<file path="src/rtl/sd_dac_ramp_if.sv">
// Target-code handshake between a code source (master) and the sigma-delta DAC (slave).
interface sd_dac_ramp_if #(
   parameter int unsigned DAC_WIDTH = 9
);
   logic [DAC_WIDTH-1:0] din;
   logic                 din_valid;
   logic                 din_ready;

   modport master (output din, output din_valid, input din_ready);
   modport slave  (input din, input din_valid, output din_ready);
endinterface

</file>
<file path="src/rtl/sd_dac_ramp.sv">
// First-order sigma-delta DAC with a slew-limited level that tracks a handshaked target
// and drains to zero on disable so the filtered reference never steps.
module sd_dac_ramp #(
   parameter int unsigned DAC_WIDTH  = 9,
   parameter int unsigned RAMP_STEP  = 1,
   parameter int unsigned UPDATE_DIV = 64
) (
   input  logic                 clk,
   input  logic                 rst_n,
   input  logic                 enable,
   sd_dac_ramp_if.slave         dbus,
   output logic                 analog_out,
   output logic [DAC_WIDTH-1:0] level,
   output logic                 at_target,
   output logic                 busy
);
   localparam int unsigned AW = DAC_WIDTH + 1;
   localparam int unsigned PW = $clog2(UPDATE_DIV);
   localparam logic [PW-1:0] PRESC_LAST = PW'(UPDATE_DIV - 1);
   localparam logic [AW-1:0] STEP       = AW'(RAMP_STEP);

   typedef enum logic [2:0] {
      ST_OFF,
      ST_LOAD,
      ST_RAMP,
      ST_HOLD,
      ST_DRAIN
   } state_e;

   state_e               state_q, state_d;
   logic [DAC_WIDTH-1:0] target_q, target_d;
   logic [DAC_WIDTH-1:0] level_q, level_d;
   // Only the low DAC_WIDTH bits of the accumulator carry over; the top bit is the output carry.
   logic [DAC_WIDTH-1:0] acc_q, acc_d;
   logic [PW-1:0]        presc_q, presc_d;
   logic                 out_q, out_d;
   logic                 at_q, at_d;
   logic                 busy_q, busy_d;

   logic                 din_ready_c;
   logic                 xfer;
   logic                 slewing;
   logic                 tick;
   logic                 rising;
   logic [AW-1:0]        lvl_w, tgt_w, diff, stp, acc_sum;
   logic [DAC_WIDTH-1:0] stepped;

   assign din_ready_c    = enable && ((state_q == ST_HOLD) || (state_q == ST_RAMP));
   assign dbus.din_ready = din_ready_c;
   assign xfer           = dbus.din_valid && din_ready_c;
   assign slewing        = (state_q == ST_RAMP) || (state_q == ST_DRAIN);
   assign tick           = slewing && (presc_q == PRESC_LAST);

   // Slew step: move toward target by at most STEP, never past it.
   assign lvl_w   = AW'(level_q);
   assign tgt_w   = AW'(target_q);
   assign rising  = tgt_w >= lvl_w;
   assign diff    = rising ? (tgt_w - lvl_w) : (lvl_w - tgt_w);
   assign stp     = (diff < STEP) ? diff : STEP;
   assign stepped = rising ? DAC_WIDTH'(lvl_w + stp) : DAC_WIDTH'(lvl_w - stp);

   assign acc_sum = AW'(acc_q) + AW'(level_q);

   always_comb begin
      state_d  = state_q;
      target_d = target_q;
      level_d  = level_q;
      presc_d  = '0;
      acc_d    = acc_sum[DAC_WIDTH-1:0];
      out_d    = acc_sum[DAC_WIDTH];

      if (tick) begin
         level_d = stepped;
      end

      case (state_q)
         ST_OFF: begin
            acc_d = '0;
            out_d = 1'b0;
            if (enable) begin
               state_d  = ST_HOLD;
               target_d = '0;
               level_d  = '0;
            end
         end
         ST_HOLD: begin
            if (!enable) begin
               state_d = ST_DRAIN;
            end else if (xfer) begin
               state_d  = ST_LOAD;
               target_d = dbus.din;
            end
         end
         ST_RAMP: begin
            if (!enable) begin
               state_d = ST_DRAIN;
            end else if (xfer) begin
               state_d  = ST_LOAD;
               target_d = dbus.din;
            end else if (level_q == target_q) begin
               state_d = ST_HOLD;
            end
         end
         ST_LOAD: begin
            state_d = (level_q == target_q) ? ST_HOLD : ST_RAMP;
         end
         ST_DRAIN: begin
            if (level_q == '0) begin
               state_d = ST_OFF;
            end
         end
         default: begin
            state_d = ST_OFF;
         end
      endcase

      if (state_d == ST_DRAIN) begin
         target_d = '0;
      end

      // Prescaler restarts on every state change so the first step lands UPDATE_DIV edges after entry.
      if (slewing && (state_d == state_q)) begin
         presc_d = (presc_q == PRESC_LAST) ? '0 : presc_q + PW'(1);
      end

      at_d   = (state_d == ST_HOLD);
      busy_d = (state_d == ST_LOAD) || (state_d == ST_RAMP) || (state_d == ST_DRAIN);
   end

   always_ff @(posedge clk or negedge rst_n) begin
      if (!rst_n) begin
         state_q  <= ST_OFF;
         target_q <= '0;
         level_q  <= '0;
         acc_q    <= '0;
         presc_q  <= '0;
         out_q    <= 1'b0;
         at_q     <= 1'b0;
         busy_q   <= 1'b0;
      end else begin
         state_q  <= state_d;
         target_q <= target_d;
         level_q  <= level_d;
         acc_q    <= acc_d;
         presc_q  <= presc_d;
         out_q    <= out_d;
         at_q     <= at_d;
         busy_q   <= busy_d;
      end
   end

   assign analog_out = out_q;
   assign level      = level_q;
   assign at_target  = at_q;
   assign busy       = busy_q;
endmodule

</file>
<file path="src/flat_wrapper.sv">
// flat-port wrapper written by rule: the top's interface ports become plain ports
module sd_dac_ramp_flat 
#(
   parameter int unsigned DAC_WIDTH  = 9,
   parameter int unsigned RAMP_STEP  = 1,
   parameter int unsigned UPDATE_DIV = 64
)
  (clk, rst_n, enable, analog_out, level, at_target, busy, dbus_din, dbus_din_valid, dbus_din_ready);
  sd_dac_ramp_if #(.DAC_WIDTH(DAC_WIDTH)) dbus_i ();
  input  logic clk;
  input  logic rst_n;
  input  logic enable;
  output logic analog_out;
  output logic [DAC_WIDTH-1:0] level;
  output logic at_target;
  output logic busy;
  input wire logic [$bits(dbus_i.din)-1:0] dbus_din;
  input wire logic [$bits(dbus_i.din_valid)-1:0] dbus_din_valid;
  output wire logic [$bits(dbus_i.din_ready)-1:0] dbus_din_ready;
  assign dbus_i.din = dbus_din;
  assign dbus_i.din_valid = dbus_din_valid;
  assign dbus_din_ready = dbus_i.din_ready;
  sd_dac_ramp #(.DAC_WIDTH(DAC_WIDTH), .RAMP_STEP(RAMP_STEP), .UPDATE_DIV(UPDATE_DIV)) u_core (.clk(clk), .rst_n(rst_n), .enable(enable), .dbus(dbus_i), .analog_out(analog_out), .level(level), .at_target(at_target), .busy(busy));
endmodule
</file>
<file path="config.mk">
export PLATFORM = sky130hd
export DESIGN_NAME = sd_dac_ramp_flat
export DESIGN_NICKNAME = d
export VERILOG_FILES = /design/src/rtl/sd_dac_ramp_if.sv /design/src/rtl/sd_dac_ramp.sv /design/src/flat_wrapper.sv
export SDC_FILE = /design/constraint.sdc
export NUM_CORES = 1
export LEC_CHECK = 0
export CELL_PAD_IN_SITES_DETAIL_PLACEMENT = 0
export CELL_PAD_IN_SITES_GLOBAL_PLACEMENT = 1
export CORE_MARGIN = 1.5
export CORE_UTILIZATION = 49
export CTS_CLUSTER_SIZE = 40
export DETAILED_ROUTE_END_ITERATION = 8
export MAX_ROUTING_LAYER = met4
export PLACE_DENSITY_LB_ADDON = 0.1
export SLEW_MARGIN = 5
export SYNTH_ARGS = -nofsm -noshare
export SYNTH_HDL_FRONTEND = slang
export SYNTH_SLANG_ARGS = --single-unit
</file>
<file path="constraint.sdc">
create_clock -name clk -period 14.17 [get_ports clk]
set_clock_uncertainty 0.2 [all_clocks]
set_input_delay 4.251 -clock clk [delete_from_list [all_inputs] [get_ports clk]]
set_output_delay 4.251 -clock clk [all_outputs]
set_load 0.02 [all_outputs]
</file>
==> flow_summary.json <==
{
  "outcome": "complete, no violations",
  "grt_setup_unrepaired": "no",
  "hold_path.class": "reg -> reg",
  "crit_path_start_kind": "input pin",
  "vdd_drop_max_v": 0.000123,
  "drtPass1Iterations": 4,
  "grt_pass1_vias": 2469,
  "cts_resized": 0,
  "setup_viol": 0,
  "avgSynthCellArea_um2": 9.16,
  "final_common_cell": "dfrtp_1",
  "p_per_area_mw_per_mm2": 184,
  "antenna_found_initial": 0,
  "hold_depth": 1,
  "clock_latency_ps": 300,
  "syn_nets": 408,
  "cp-end-kind": "output pin",
  "core-area_mm2": 0.00639,
  "cts_max_path_buffers": 2,
  "start_util": 0.508,
  "port_buffers": 25,
  "fin_cells": 454,
  "worst_pin_slew_ps": 866,
  "required_ps": 9720,
  "vias": 2578,
  "grt_pass1_wl_mm": 12.4,
  "placedCellCount": 446,
  "r2r_cells": 19,
  "slew_viol_final": 0,
  "cpMostUsedCell": "clkdlybuf4s50_1",
  "multiInputGateArea_mm2": 0.00207,
  "netlist.area_leader.share": 0.301,
  "ys_warn_count": 0,
  "worstPathArrival_ps": 5590,
  "layout-drive-gt1-share": 0.0663,
  "power.leakage_nw": 1.67,
  "wl_per_cell_um": 15.9,
  "max_freq_mhz": 99.6,
  "cts_setup_buffers": 0,
  "cp_slowest_cell": "clkdlybuf4s50_1",
  "seq_area_frac_synth": 0.301,
  "layout_common_cells": "dfrtp_1 (39), ha_1 (37), nor2_1 (36)",
  "rows": 29,
  "fillers": 577,
  "gp_congestion": 0.846,
  "min_period_over_period": 0.708,
  "die_h_um": 84.4,
  "synth.distinct_cells": 57,
  "postCtsHoldBufs": 0,
  "ctsHtreeMaxLevel": 2,
  "die_width_um": 84.4,
  "grt_max_degree": 40,
  "synth_edf_count": 0,
  "drtIter0Drc": 140,
  "avgViaCountPerCell": 5.68,
  "finalCriticalPeriod_ps": 10040,
  "diodes": 0,
  "cts_sinks": 39,
  "slowest_delay_ps": 590,
  "drt_wl_total_mm": 7.22,
  "slew_headroom": 0.423,
  "setup.worst_path.class": "in -> out",
  "cts_tree": "done",
  "crit_chain": "clkdlybuf4s50_1 -> nand2_1 -> inv_1 -> clkdlybuf4s50_1",
  "synthTopCellsByArea": "dfrtp_1 (30%), ha_1 (14%), nor2_1 (4.2%)",
  "nNetsFinal": 430,
  "dp_hpwl_mm": 5.56,
  "drcViolationCount": 0,
  "synth-seq-cells": 39,
  "cp_max_fo": 6,
  "synth_area_mm2": 0.00324,
  "syn_inst": 354,
  "finalHoldViolCount": 0,
  "ant_nets": 0,
  "async_flop_share": 1.00,
  "grt_overflow_total": 0,
  "maxCapViolations": 0,
  "regArea_um2": 976,
  "ioPinCount": 26,
  "cts.root.buffer_cell": "clkbuf_8",
  "setup_tns_ps": 0,
  "syn_to_final_growth_pct": 11.9,
  "grt_usage": 0.225,
  "clk_pin_slew_ps": 90,
  "cts_buffers": 5,
  "dieArea_mm2": 0.00712,
  "synth-main-ff-cell": "dfrtp_1",
  "yosys.area.top_type": "dfrtp_1"
}
-- report_power, final --
group	switching [W]	leakage (nW)	internal, W
Combinational	0.000245	1.08	0.000178
Clock	0.0000435	0.0548	0.0000531
Sequential	0.0000213	0.530	0.000127
-- final timing paths --
kind | start | end | slack [ps]
worst min-delay path | u_core.presc_q[0] | u_core.presc_q[0] | 280
worst max-delay path | enable | dbus_din_ready | 4130
min in group asynchronous | rst_n | u_core.presc_q[5] | 3860
worst max register to register | u_core.level[1] | u_core.level[8] | 8450
worst min register to register | u_core.presc_q[0] | u_core.presc_q[0] | 280
max in group asynchronous | rst_n | u_core.state_q[0] | 9360
-- layer usage --
metal | track usage | part of all wire | vias up
met4 | 0.0587 | 0.018 | 0
met5 | - | 0 | -
met3 | 0.0334 | 0.042 | 9
li1 | - | - | 1305
met1 | 0.331 | 0.52 | 1212
met2 | 0.325 | 0.42 | 52
-- sequential cells by signal, indices dropped and copies added (netlist names) --
signal,cells
u_core.acc_q,9
u_core.analog_out,1
u_core.at_target,1
u_core.busy,1
u_core.level,9
u_core.presc_q,6
u_core.state_q,3
u_core.target_q,9
-- per-stage QoR --
step	instance area (um2)	utilization	setup slack [ps]	hold WS, ps	total power, W
final	3630	0.568	4130	275	0.000668
after global routing	3630	0.568	4100	305	0.000723
after CTS	3630	0.568	4140	288	0.000668
after detailed placement	3510	0.550	4150	276	0.000568
after global placement	3510	0.550	4160	262	0.000569
after floorplan	3240	-	5280	231	0.000489
-- final cells by class --
class	instances	area share
Timing Repair Buffer	26	0.0696
Sequential cell	39	0.269
Multi-Input combinational cell	271	0.569
Clock buffer	5	0.0190
Inverter	33	0.0341
Clock inverter	3	0.0128
Tap cell	77	0.0265
-- logic make-up after synthesis --
logic type	synth area share
and+or+nand+nor	0.156
xor gates and xnor gates	0.0567
AOI/OAI and AO/OA	0.228
adders and majority gates	0.167
buffers and inverters	0.0625
other	0.00116
muxes	0.0278
DFF	0.301
-- cells in the mapped netlist (4+ instances only) --
master    number
xnor2_1       15
nand2_1       13
a31oi_1        9
inv_1         33
a21oi_1       24
dfrtp_1       39
a21o_1         7
o21bai_1       7
o211ai_1       5
buf_6          4
nor3_1        10
mux2i_1        9
a22o_1         9
a211oi_1       8
nand3_1        6
nor2_1        36
fa_1           4
ha_1          37
nor2b_1        5
o21ai_0       15
and2_1         4
xor2_1         6
-- worst max-delay path: cells and delay by family --
family                 cells  cell delay, ps
and+or+nand+nor            1             110
buffers and inverters      3            1220
(Power assumes the default switching activity.)
